### config.mk
export PLATFORM = sky130hd
export DESIGN_NAME = pulse_bram_reader_flat
export DESIGN_NICKNAME = d
export VERILOG_FILES = /design/src/rtl/pulse_pkg.sv /design/src/rtl/pulse_bram_reader_if.sv /design/src/rtl/fp32_to_ufix.sv /design/src/rtl/pulse_bram_reader.sv /design/src/flat_wrapper.sv
export SDC_FILE = /design/constraint.sdc
export NUM_CORES = 1
export LEC_CHECK = 0
export ABC_AREA = 1
export CAP_MARGIN = 20
export CORE_MARGIN = 2
export CORE_UTILIZATION = 35
export DETAILED_ROUTE_END_ITERATION = 6
export REMOVE_ABC_BUFFERS = 1
export SETUP_SLACK_MARGIN = 0.4
export SLEW_MARGIN = 20
export SYNTH_ARGS = -nofsm -noshare
export SYNTH_HDL_FRONTEND = slang
export SYNTH_SLANG_ARGS = --single-unit
### constraint.sdc
create_clock -name clk -period 2.23 [get_ports clk]
set_input_delay 0.5575 -clock clk [delete_from_list [all_inputs] [get_ports clk]]
set_output_delay 0.5575 -clock clk [all_outputs]
set_load 0.05 [all_outputs]
### src/rtl/pulse_pkg.sv
// Shared definitions for the pulse BRAM reader: fp32 field constants,
// default address stride and the reader FSM encoding.
package pulse_pkg;

  localparam int EXP_BIAS      = 127;
  localparam int MANT_W        = 23;
  localparam int EXP_MAX       = 255;
  localparam int ADDR_STEP_DEF = 4;

  typedef enum logic [2:0] {
    ST_IDLE,
    ST_READ,
    ST_WAIT,
    ST_CLEAR,
    ST_PRESENT
  } state_t;

endpackage

### src/rtl/pulse_bram_reader_if.sv
// BRAM port B and sample stream bundle; master is the reader, slave is the
// BRAM plus downstream consumer side.
interface pulse_bram_reader_if #(
  parameter int OUT_W = 16
);

  logic [31:0]      bram_addr_rd;
  logic [31:0]      bram_data_in_rd;
  logic             bram_we_rd;
  logic             ena_rd;
  logic [31:0]      bram_data_out_rd;
  logic [OUT_W-1:0] sample_data;
  logic             sample_valid;
  logic             sample_ready;
  logic             sample_last;

  modport master (
    output bram_addr_rd, bram_data_in_rd, bram_we_rd, ena_rd,
    input  bram_data_out_rd,
    output sample_data, sample_valid, sample_last,
    input  sample_ready
  );

  modport slave (
    input  bram_addr_rd, bram_data_in_rd, bram_we_rd, ena_rd,
    output bram_data_out_rd,
    input  sample_data, sample_valid, sample_last,
    output sample_ready
  );

endinterface

### src/rtl/fp32_to_ufix.sv
// Combinational fp32 -> unsigned fixed point (truncating), zero latency.
// Negatives, zero/denormals and NaN give 0; inf and overflow saturate.
module fp32_to_ufix
  import pulse_pkg::*;
#(
  parameter int OUT_W     = 16,
  parameter int FRAC_BITS = 12
) (
  input  logic [31:0]      i_fp,
  output logic [OUT_W-1:0] o_fix
);

  localparam int WW     = MANT_W + 1 + OUT_W;
  localparam int SH_OFF = FRAC_BITS - EXP_BIAS - MANT_W;

  logic               w_sign;
  logic [7:0]         w_exp;
  logic [MANT_W-1:0]  w_mant;
  logic [MANT_W:0]    w_sig;
  logic signed [31:0] w_sh;
  logic [WW-1:0]      w_wide;
  logic [OUT_W-1:0]   w_max;

  assign w_sign = i_fp[31];
  assign w_exp  = i_fp[30:23];
  assign w_mant = i_fp[22:0];
  assign w_sig  = {1'b1, w_mant};
  assign w_sh   = $signed({24'd0, w_exp}) + SH_OFF;
  assign w_max  = '1;

  // Shift amounts are range-checked before shifting so w_wide never loses bits.
  always_comb begin
    w_wide = '0;
    o_fix  = '0;
    if (w_sign || (w_exp == 8'd0)) begin
      o_fix = '0;
    end else if (w_exp == 8'(EXP_MAX)) begin
      o_fix = (w_mant != '0) ? '0 : w_max;
    end else if (w_sh >= OUT_W) begin
      o_fix = w_max;
    end else if (w_sh >= 0) begin
      w_wide = WW'(w_sig) << w_sh;
      o_fix  = (|w_wide[WW-1:OUT_W]) ? w_max : w_wide[OUT_W-1:0];
    end else if (w_sh <= -(MANT_W + 1)) begin
      o_fix = '0;
    end else begin
      w_wide = WW'(w_sig) >> (-w_sh);
      o_fix  = (|w_wide[WW-1:OUT_W]) ? w_max : w_wide[OUT_W-1:0];
    end
  end

endmodule

### src/rtl/pulse_bram_reader.sv
// Sweeps the pulse BRAM, converts fp32 words to fixed point and streams them;
// 4 cycles/sample with clear (3 without), holds the sample while ready is low.
module pulse_bram_reader
  import pulse_pkg::*;
#(
  parameter int DEPTH         = 1024,
  parameter int ADDR_STEP     = ADDR_STEP_DEF,
  parameter int OUT_W         = 16,
  parameter int FRAC_BITS     = 12,
  parameter int CLEAR_ON_READ = 1
) (
  input  logic                clk,
  input  logic                rst_n,
  input  logic                en,
  pulse_bram_reader_if.master bus,
  output logic                frame_done,
  output logic                busy
);

  localparam int IW = (DEPTH > 1) ? $clog2(DEPTH) : 1;

  state_t           r_state;
  logic [IW-1:0]    r_idx;
  logic [31:0]      r_addr;
  logic             r_ena;
  logic             r_we;
  logic [OUT_W-1:0] r_data;
  logic             r_valid;
  logic             r_last;
  logic             r_done;
  logic             r_busy;

  logic [OUT_W-1:0] w_fix;
  logic             w_is_last;
  logic [IW-1:0]    w_idx_nxt;

  fp32_to_ufix #(
    .OUT_W     (OUT_W),
    .FRAC_BITS (FRAC_BITS)
  ) u_conv (
    .i_fp  (bus.bram_data_out_rd),
    .o_fix (w_fix)
  );

  function automatic logic [31:0] addr_of(input logic [IW-1:0] idx);
    return 32'(idx) * 32'(ADDR_STEP);
  endfunction

  assign w_is_last = (r_idx == IW'(DEPTH - 1));
  assign w_idx_nxt = w_is_last ? '0 : r_idx + 1'b1;

  always_ff @(posedge clk or negedge rst_n) begin
    if (!rst_n) begin
      r_state <= ST_IDLE;
      r_idx   <= '0;
      r_addr  <= '0;
      r_ena   <= 1'b0;
      r_we    <= 1'b0;
      r_data  <= '0;
      r_valid <= 1'b0;
      r_last  <= 1'b0;
      r_done  <= 1'b0;
      r_busy  <= 1'b0;
    end else begin
      r_done <= 1'b0;
      case (r_state)
        ST_IDLE: begin
          if (en) begin
            r_state <= ST_READ;
            r_ena   <= 1'b1;
            r_we    <= 1'b0;
            r_addr  <= addr_of(r_idx);
            r_busy  <= 1'b1;
          end
        end
        ST_READ: begin
          r_ena   <= 1'b0;
          r_state <= ST_WAIT;
        end
        ST_WAIT: begin
          r_data <= w_fix;
          r_last <= w_is_last;
          if (CLEAR_ON_READ != 0) begin
            r_state <= ST_CLEAR;
            r_ena   <= 1'b1;
            r_we    <= 1'b1;
          end else begin
            r_state <= ST_PRESENT;
            r_valid <= 1'b1;
          end
        end
        ST_CLEAR: begin
          r_ena   <= 1'b0;
          r_we    <= 1'b0;
          r_valid <= 1'b1;
          r_state <= ST_PRESENT;
        end
        ST_PRESENT: begin
          if (bus.sample_ready) begin
            r_valid <= 1'b0;
            r_last  <= 1'b0;
            r_done  <= w_is_last;
            // A dropped run always resumes from word 0.
            if (en) begin
              r_idx   <= w_idx_nxt;
              r_addr  <= addr_of(w_idx_nxt);
              r_ena   <= 1'b1;
              r_state <= ST_READ;
            end else begin
              r_idx   <= '0;
              r_addr  <= '0;
              r_busy  <= 1'b0;
              r_state <= ST_IDLE;
            end
          end
        end
        default: begin
          r_state <= ST_IDLE;
          r_ena   <= 1'b0;
          r_we    <= 1'b0;
          r_valid <= 1'b0;
          r_busy  <= 1'b0;
        end
      endcase
    end
  end

  assign bus.bram_addr_rd    = r_addr;
  assign bus.bram_data_in_rd = '0;
  assign bus.bram_we_rd      = r_we;
  assign bus.ena_rd          = r_ena;
  assign bus.sample_data     = r_data;
  assign bus.sample_valid    = r_valid;
  assign bus.sample_last     = r_last;
  assign frame_done          = r_done;
  assign busy                = r_busy;

endmodule
### src/flat_wrapper.sv
// flat-port wrapper written by rule: the top's interface ports become plain ports
module pulse_bram_reader_flat import pulse_pkg::*;
#(
  parameter int DEPTH         = 1024,
  parameter int ADDR_STEP     = ADDR_STEP_DEF,
  parameter int OUT_W         = 16,
  parameter int FRAC_BITS     = 12,
  parameter int CLEAR_ON_READ = 1
)
  (clk, rst_n, en, frame_done, busy, bus_bram_addr_rd, bus_bram_data_in_rd, bus_bram_we_rd, bus_ena_rd, bus_bram_data_out_rd, bus_sample_data, bus_sample_valid, bus_sample_last, bus_sample_ready);
  pulse_bram_reader_if #(.OUT_W(OUT_W)) bus_i ();
  input  logic clk;
  input  logic rst_n;
  input  logic en;
  output logic frame_done;
  output logic busy;
  output wire logic [$bits(bus_i.bram_addr_rd)-1:0] bus_bram_addr_rd;
  output wire logic [$bits(bus_i.bram_data_in_rd)-1:0] bus_bram_data_in_rd;
  output wire logic [$bits(bus_i.bram_we_rd)-1:0] bus_bram_we_rd;
  output wire logic [$bits(bus_i.ena_rd)-1:0] bus_ena_rd;
  input wire logic [$bits(bus_i.bram_data_out_rd)-1:0] bus_bram_data_out_rd;
  output wire logic [$bits(bus_i.sample_data)-1:0] bus_sample_data;
  output wire logic [$bits(bus_i.sample_valid)-1:0] bus_sample_valid;
  output wire logic [$bits(bus_i.sample_last)-1:0] bus_sample_last;
  input wire logic [$bits(bus_i.sample_ready)-1:0] bus_sample_ready;
  assign bus_bram_addr_rd = bus_i.bram_addr_rd;
  assign bus_bram_data_in_rd = bus_i.bram_data_in_rd;
  assign bus_bram_we_rd = bus_i.bram_we_rd;
  assign bus_ena_rd = bus_i.ena_rd;
  assign bus_i.bram_data_out_rd = bus_bram_data_out_rd;
  assign bus_sample_data = bus_i.sample_data;
  assign bus_sample_valid = bus_i.sample_valid;
  assign bus_sample_last = bus_i.sample_last;
  assign bus_i.sample_ready = bus_sample_ready;
  pulse_bram_reader #(.DEPTH(DEPTH), .ADDR_STEP(ADDR_STEP), .OUT_W(OUT_W), .FRAC_BITS(FRAC_BITS), .CLEAR_ON_READ(CLEAR_ON_READ)) u_core (.clk(clk), .rst_n(rst_n), .en(en), .bus(bus_i), .frame_done(frame_done), .busy(busy));
endmodule
==> summary.md, run 1 <==
| Metric | Value |
|---|---|
| Logic gate share of total power | 0.647 |
| Seq pwr share | 0.216 |
| Num Clock Sinks | 45 |
| Largest net degree at the start of global routing | 55 |
| Worst Slack Setup Final | -1.31 ns |
| Non-filler cells, final | between 1500 and 2000 |
| Leak | around 4.4 nW |
| Initial Util | 0.358 |
| First-pass GRT wire length | about 32000 µm |
| Critical path's slowest cell | ha_4 |
| Die ar. | 0.0188 mm² |
| CP peak stage delay | around 0.27 ns |
| Final setup fails | 16 |
| Die Span Y | approximately 140 µm |
| DP Cell Count | roughly 1500 |
| Core Area | between 0.015 and 0.02 mm² |
| Final hold vios | 0 |
| Seq/Total Area, Yosys | 0.182 |
| Diode count | 0 |
| Synthesized instance count | around 1100 |
| Total GRT Usage | 0.205 |
| Max-slew violation count | 0 |
| Layout Cell Area excl Fill | around 0.0085 mm² |
| DP Area | 0.00776 mm² |
| Rel. slew slack | 0.601 |
| Failing checks | negative setup slack |
| Clock share of power | 0.137 |
| Final wirelength | between 15000 and 20000 µm |
| Global route overflow | 0 |
| RSZ-0062 raised after global routing | true |
| Clk root buf | clkbuf_16 |
| Max Freq | between 200 and 300 MHz |
| TritonCTS Buffers | 5 |
| FF-to-FF setup slack | ~0.32 ns |
| Critical path startpoint category | input port |
| Outcome | finished with violations |
| Placement Setup Slack | -2.18 ns |
| Die width | 137 µm |
| DP HPWL | around 15000 µm |
| Vias per cell | between 4 and 5 |
| Worst path top cell family by delay | simple AND/OR/NAND/NOR gates |
| Post-route ant nets | 0 |
| Clk pin slew, worst setup/hold paths | about 0.060 ns |
| CTS tree | done |
| Crit path buf inv count | 6 |
| Nets@finish | ~1300 |
| Critical R2R Launch | u_core.r_idx[0] |
| Syn. warnings | 0 |
| Layout cells sized above 1 | 0.235 |
| Clock tree buffer depth | 2 |
| Worst reg2reg endpoint | u_core.bus.bram_addr_rd[7] |
| Required time of the critical path | approximately 2.5 ns |
| Fin crit share | 1.59 |
| Int Pwr | 0.00287 W |
| EDFF count, synth | 0 |
| Cells on worst reg2reg path | 15 |
| Residual DRC | 0 |
| I/O Buffers | 67 |
| Syn_area_per_cell | about 5.6 µm² |
| Crit path DAT | 3.76 ns |
| Wire per inst | roughly 13 µm |
| Drt first-iter violations | about 530 |
| Power Dens Cells | between 600 and 700 mW/mm² |
| Tightest Hold Check Type | in -> async |
| VDD IR max | a little over 0.6 mV |
| Synth Cell Area | 0.00620 mm² |
| Crit path time final | around 3.5 ns |
| Final Util | 0.492 |
| CP most frequent cell | nand2_2 |
| Via count | ~7300 |
| Initial DRT Pass Iterations | 4 |
| I/O pins | 122 |
| Slew @ Worst Pin | 0.598 ns |
| Setup Crit Path Kind | in -> reg |
| Switching part of the total | 0.515 |
| Power Total | a little under 0.006 W |
| Share of flip-flops with an asynchronous set or reset | 1.00 |
| Max-cap violation count | 0 |
| CP Max Fanout | 8 |
| RePlAce Congestion | 0.925 |
| FP Rows | between 40 and 50 |
| Area delta synth->final | 37.4% |
| Net Switching | 0.00305 W |
| Number of global-route vias before repair | roughly 6700 |
| Htree depth | 2 |
| Netlist cell types | between 40 and 50 |
| Flop and latch count out of synthesis | between 40 and 50 |
| Synth Flop Type | dfrtp_1 |
| CP endpoint kind | flip-flop |
| Worst skew pair latency | between 0.2 and 0.3 ns |
| Antenna violations before repair | 0 |
| Clock Skews | between 0.007 and 0.008 ns |
## cell usage in the layout, fill, tap and decap left out, types with 10 or more instances in the layout
master / count
dfrtp_1: 45
nand2_2: 38
conb_1: 54
buf_4: 152
clkdlybuf4s50_1: 26
a21oi_1: 33
nand4_1: 21
nor2_1: 69
dlygate4sd2_1: 33
nor2_2: 13
nand2_1: 402
nand3_2: 20
nor2_4: 12
inv_1: 63
o21ai_0: 39
nand3_1: 144
o21ai_1: 10
## layer usage
| metal | global-route usage | wire, µm |
|---|---|---|
| met1 | 0.285 | 9080 |
| met2 | 0.350 | 9120 |
| met3 | 0.0111 | 708 |
| met4 | 0.0452 | 277 |
| met5 | 0 | 0 |
## worst max path at each step
stage                                  start                    endpoint  slack (ns)  depth (start not counted)
global route        bus_bram_data_out_rd[24]  u_core.bus.sample_data[12]       -1.55                         34
detailed placement  bus_bram_data_out_rd[24]  u_core.bus.sample_data[15]       -2.18                         33
global placement    bus_bram_data_out_rd[24]  u_core.bus.sample_data[10]       -2.12                         30
CTS                 bus_bram_data_out_rd[24]  u_core.bus.sample_data[15]       -1.21                         32
floorplan           bus_bram_data_out_rd[24]  u_core.bus.sample_data[12]       -2.41                         26
finish              bus_bram_data_out_rd[24]  u_core.bus.sample_data[11]       -1.31                         34
## worst reg2reg max path: cells and delay by family, from the launching register on
family / cells / cell delay [ns]
AND/OR/NAND/NOR: 10 / 0.83
flip-flops: 1 / 0.36
buffers and inverters: 3 / 0.27
adder cells (fa/ha/maj): 1 / 0.20
AO/OA/AOI/OAI: 1 / 0.14
## power groups by stage
stage / Combinational [W] / Clock (W) / Sequential, W
final: 0.00383 / 0.000809 / 0.00128
after global routing: 0.00420 / 0.000859 / 0.00132
after CTS: 0.00369 / 0.000823 / 0.00128
after detailed placement: 0.00370 / 0 / 0.00130
after global placement: 0.00367 / 0 / 0.00130
after floorplan: 0.00166 / 0 / 0.00199
## cells in the mapped netlist (4+ instances only)
cell	count	area, µm²
nor2_2	7	43.8
nand4_1	21	131
nand2_4	5	56.3
clkbuf_1	27	101
inv_1	69	259
nor3_1	8	40.0
buf_6	5	56.3
o21ai_0	50	250
dfrtp_1	45	1130
nand2_2	12	75.1
nor4_1	6	37.5
nand3_2	9	90.1
ha_1	13	163
nor2_1	80	300
a21oi_1	33	165
nand2_1	431	1620
nand3b_1	4	30.0
o211ai_1	6	45.0
nor2_4	6	67.6
nand3_1	159	796
buf_1	6	22.5
buf_4	55	413
xor2_1	5	43.8
buf_2	11	55.1
inv_2	5	18.8
## layout make-up
class / instances / area (µm²)
fillers: 1828 / 8780
multi-input cells: 929 / 4670
repair buffers: 231 / 1970
flip-flops and latches: 45 / 1130
inverters: 78 / 310
well taps: 225 / 282
clock buffers: 5 / 125
clock inverters: 2 / 35.0
## logic make-up after synthesis
logic type | share of synthesized area
compound gates | 0.0833
fa+ha+maj | 0.0262
simple gates | 0.545
other cells | 0.000605
flops | 0.182
xor+xnor | 0.00848
buf+inv | 0.155
## timing repair
item                                    4_1_cts  5_1_grt
gates cloned                                  2        0
setup buffers                                21        7
hold buffers                                  0        0
endpoints found under the setup margin       57       36
pin swaps                                    25       18
resized for setup                           120       47
## metrics by stage
stage | hold slack, ns | TNS [ns]
after CTS | 0.264 | -19.08
after global routing | 0.280 | -24.14
after floorplan | 0.262 | -37.53
after global placement | 0.462 | -33.21
after detailed placement | 0.466 | -33.98
final | 0.241 | -20.43
## registers in the layout, summed over array words and instances, names as in the netlist
name and count:
u_core.bus.bram_we_rd 1, u_core.r_idx 10, u_core.bus.sample_data 16, u_core.bus.bram_addr_rd 10, u_core.frame_done 1, u_core.r_state 3, u_core.bus.ena_rd 1, u_core.busy 1
u_core.bus.sample_last 1, u_core.bus.sample_valid 1
(Power assumes the default switching activity.)
==> run 2: changes to the inputs <==
--- a/config.mk
+++ b/config.mk
@@ -12,7 +12,7 @@
 export DETAILED_ROUTE_END_ITERATION = 6
 export REMOVE_ABC_BUFFERS = 1
 export SETUP_SLACK_MARGIN = 0.4
-export SLEW_MARGIN = 20
+export SLEW_MARGIN = 30
 export SYNTH_ARGS = -nofsm -noshare
 export SYNTH_HDL_FRONTEND = slang
 export SYNTH_SLANG_ARGS = --single-unit
==> constraint.sdc (replaced) <==
create_clock -name clk -period 4 [get_ports clk]
set_input_delay 1 -clock clk [delete_from_list [all_inputs] [get_ports clk]]
set_output_delay 1 -clock clk [all_outputs]
set_load 0.05 [all_outputs]
==> run 2 against run 1 <==
The run still ends with negative setup slack left. Die area unchanged. Utilization is 1.5 points lower. Final area fell by 3.1%. Critical path depth is 1 lower. Highest routed layer unchanged. Sequential power decreased by 43%. Register-to-register slack better by 0.81 ns. Routed wire length shrank 0.24%. Largest power group unchanged. Clock skew is 0.0016 ns higher. Clock power shrank 49%. Sequential cell count is the same. Combinational power fell by 46%.
==> summary.md, run 2 (same netlist as run 1, synthesis figures left out) <==
| Metric | Value |
|---|---|
| Clk root buf | clkbuf_16 |
| CP startpoint | bus_bram_data_out_rd[25] |
| Max Freq | 249 MHz |
| Wire per inst | 13.1 µm (+3.7%) |
| Core Area | 0.0173 mm² (unchanged) |
| Initial DRT Pass Iterations | 5 (+1) |
| Commonest non-fill, non-tap cell in the layout | nand2_1 |
| Capture point of the critical path | u_core.bus.sample_data[12] |
| CP Max Fanout | 8 (unchanged) |
| VDD IR max | 0.324 mV (-47%) |
| Die ar. | 0.0188 mm² (unchanged) |
| Slew @ Worst Pin | 0.625 ns (+0.0273 ns) |
| Worst reg2reg endpoint | u_core.bus.bram_addr_rd[3] |
| Outcome | finished with violations |
| Clock Skews | 0.00950 ns (+0.00156 ns) |
| I/O pins | 122 (unchanged) |
| Htree depth | 2 (unchanged) |
| Fin crit share | 1.00 |
| DP HPWL | 14600 µm (-1.6%) |
| Logic gate share of total power | 0.645 (-0.002) |
| Drt first-iter violations | 620 (+17%) |
| Required time of the critical path | 4.22 ns (+1.77 ns) |
| Post-route ant nets | 0 (unchanged) |
| Die width | 137 µm (unchanged) |
| FF-to-FF setup slack | 1.13 ns (+0.81 ns) |
| Cells on worst reg2reg path | 12 (-3) |
| Area delta synth->final | 33.1% |
| Worst Slack Setup Final | -0.0158 ns (+1.30 ns) |
| Rel. slew slack | 0.579 (-0.0216) |
| TritonCTS Buffers | 5 (unchanged) |
| RSZ-0062 raised after global routing | true |
| Tightest Hold Check Type | reg -> reg |
| Via count | 7159 (-2.2%) |
| Power Dens Cells | 389 mW/mm² (-44%) |
| Int Pwr | 0.00151 W (-47%) |
| Number of global-route vias before repair | 6452 (-4.0%) |
| DP Cell Count | 1429 (-3.3%) |
| Num Clock Sinks | 45 (unchanged) |
| Fillers | 1887 (+3.2%) |
| I/O Buffers | 67 (unchanged) |
| CTS tree | done |
| Residual DRC | 0 (unchanged) |
| Worst skew pair latency | 0.29 ns (about the same) |
| Final hold vios | 0 (unchanged) |
| Max-slew violation count | 0 (unchanged) |
| Net Switching | 0.00169 W (-45%) |
| Clk pin slew, worst setup/hold paths | 0.06 ns (about the same) |
| Crit path DAT | 4.24 ns (+0.48 ns) |
| Nets@finish | 1280 (-4.4%) |
| Seq pwr share | 0.226 (+0.010) |
| Layout cells sized above 1 | 0.205 (-0.0295) |
| First-pass GRT wire length | 31400 µm (-1.7%) |
| Max reg flops | 16 (unchanged) |
| Crit path time final | approximately 4.0 ns |
| Non-filler cells, final | 1457 (-3.8%) |
| Critical R2R Launch | u_core.r_state[1] |
| FP Rows | 48 (unchanged) |
| Leak | 4.04 nW (-8.5%) |
| Max-cap violation count | 0 (unchanged) |
| Switching part of the total | 0.527 (+0.0126) |
| Hold Buf Count CTS | 0 (unchanged) |
| CP most frequent cell | nor2_4 |
| Setup Crit Path Kind | in -> reg |
| Critical path startpoint category | input port |
| Critical path's slowest cell | ha_4 |
| CP endpoint kind | flip-flop |
| Diode count | 0 (unchanged) |
| Vias per cell | 4.91 (+1.7%) |
| RePlAce Congestion | 0.927 (+0.21%) |
| Largest net degree at the start of global routing | 55 (unchanged) |
| Antenna violations before repair | 0 (unchanged) |
| Clock tree buffer depth | 2 (unchanged) |
| Final wirelength | 19100 µm (-0.24%) |
| Final setup fails | 7 (-9) |
| Total GRT Usage | 0.204 (-0.00137) |
| Clock share of power | 0.129 (-0.008) |
| Power Total | 0.00321 W (-46%) |
| CP peak stage delay | 0.27 ns (about the same) |
| Global route overflow | 0 (unchanged) |
| Failing checks | negative setup slack |
| Most frequent cells in the layout | nand2_1 (388), nand3_1 (137), buf_4 (91), nor2_1 (78), inv_1 (64) |
| Initial Util | 0.358 (unchanged) |
| Die Span Y | 137 µm (unchanged) |
-- run 2: cell count changes in the layout (fill, tap and decap cells not counted), sizes merged --
cell,delta
dlygate4sd2,-31
clkdlybuf4s50,+32
buf,-60
bufinv,-1
inv,+1
clkinvlp,+1
clkdlybuf4s15,-1
clkbuf,+1
-- run 2: layout make-up --
cell class	count	area (µm²)	area share
clock buffer	5	125	0.0152
clock inverter	3	21.3	0.00258
inverter	78	305	0.0370
multi-input combinational	929	4780	0.580
sequential	45	1130	0.136
tap	225	282	0.0341
timing repair buffer	172	1610	0.195
-- run 2: through the flow --
step | setup slack (ns) | hold WS (ns) | setup TNS, ns | util | instance area (µm²)
after floorplan | -1.09 | 0.496 | -16.29 | - | 5740
after global placement | -0.844 | 0.462 | -12.77 | 0.427 | 7390
after detailed placement | -0.930 | 0.465 | -13.95 | 0.427 | 7390
after CTS | -0.0797 | 0.479 | -0.740 | 0.460 | 7950
after global routing | -0.265 | 0.500 | -3.53 | 0.477 | 8250
final | -0.0158 | 0.466 | -0.0627 | 0.477 | 8250
-- run 2: power by group through the flow --
stage | clock, W | sequential [W] | combinational (W)
after floorplan | 0 | 0.00111 | 0.000928
after global placement | 0 | 0.000731 | 0.00195
after detailed placement | 0 | 0.000733 | 0.00196
after CTS | 0.000423 | 0.000727 | 0.00200
after global routing | 0.000438 | 0.000746 | 0.00227
final | 0.000412 | 0.000725 | 0.00207
-- run 2: critical path, delay by kind of cell --
kind / cells / cell delay [ns]
buf+inv: 6 / 0.53
fa+ha+maj: 2 / 0.42
simple gates: 25 / 2.30
-- run 2: per-layer routing --
metal	wire length [µm]	global-route usage
met5	0	0
met4	280	0.0430
met3	789	0.0156
met2	9060	0.336
met1	9000	0.291
-- run 2: how the worst min path moves through the flow --
stage | from | to | slack [ns] | cells after the start
after detailed placement | u_core.bus.sample_data[11] | u_core.bus.sample_data[11] | 0.46 | 2
final | u_core.bus.sample_data[11] | u_core.bus.sample_data[11] | 0.47 | 2
after CTS | u_core.bus.sample_data[15] | u_core.bus.sample_data[15] | 0.48 | 2
after global placement | u_core.bus.sample_data[5] | u_core.bus.sample_data[5] | 0.46 | 2
after floorplan | u_core.r_idx[7] | u_core.r_idx[7] | 0.50 | 2
after global routing | u_core.bus.sample_data[15] | u_core.bus.sample_data[15] | 0.50 | 2
-- run 2: what timing repair did --
action	in CTS	in global routing
cloned	4	0
setup buffers	11	5
gates resized for setup	76	69
setup endpoints to repair	16	16
pin swaps	50	44
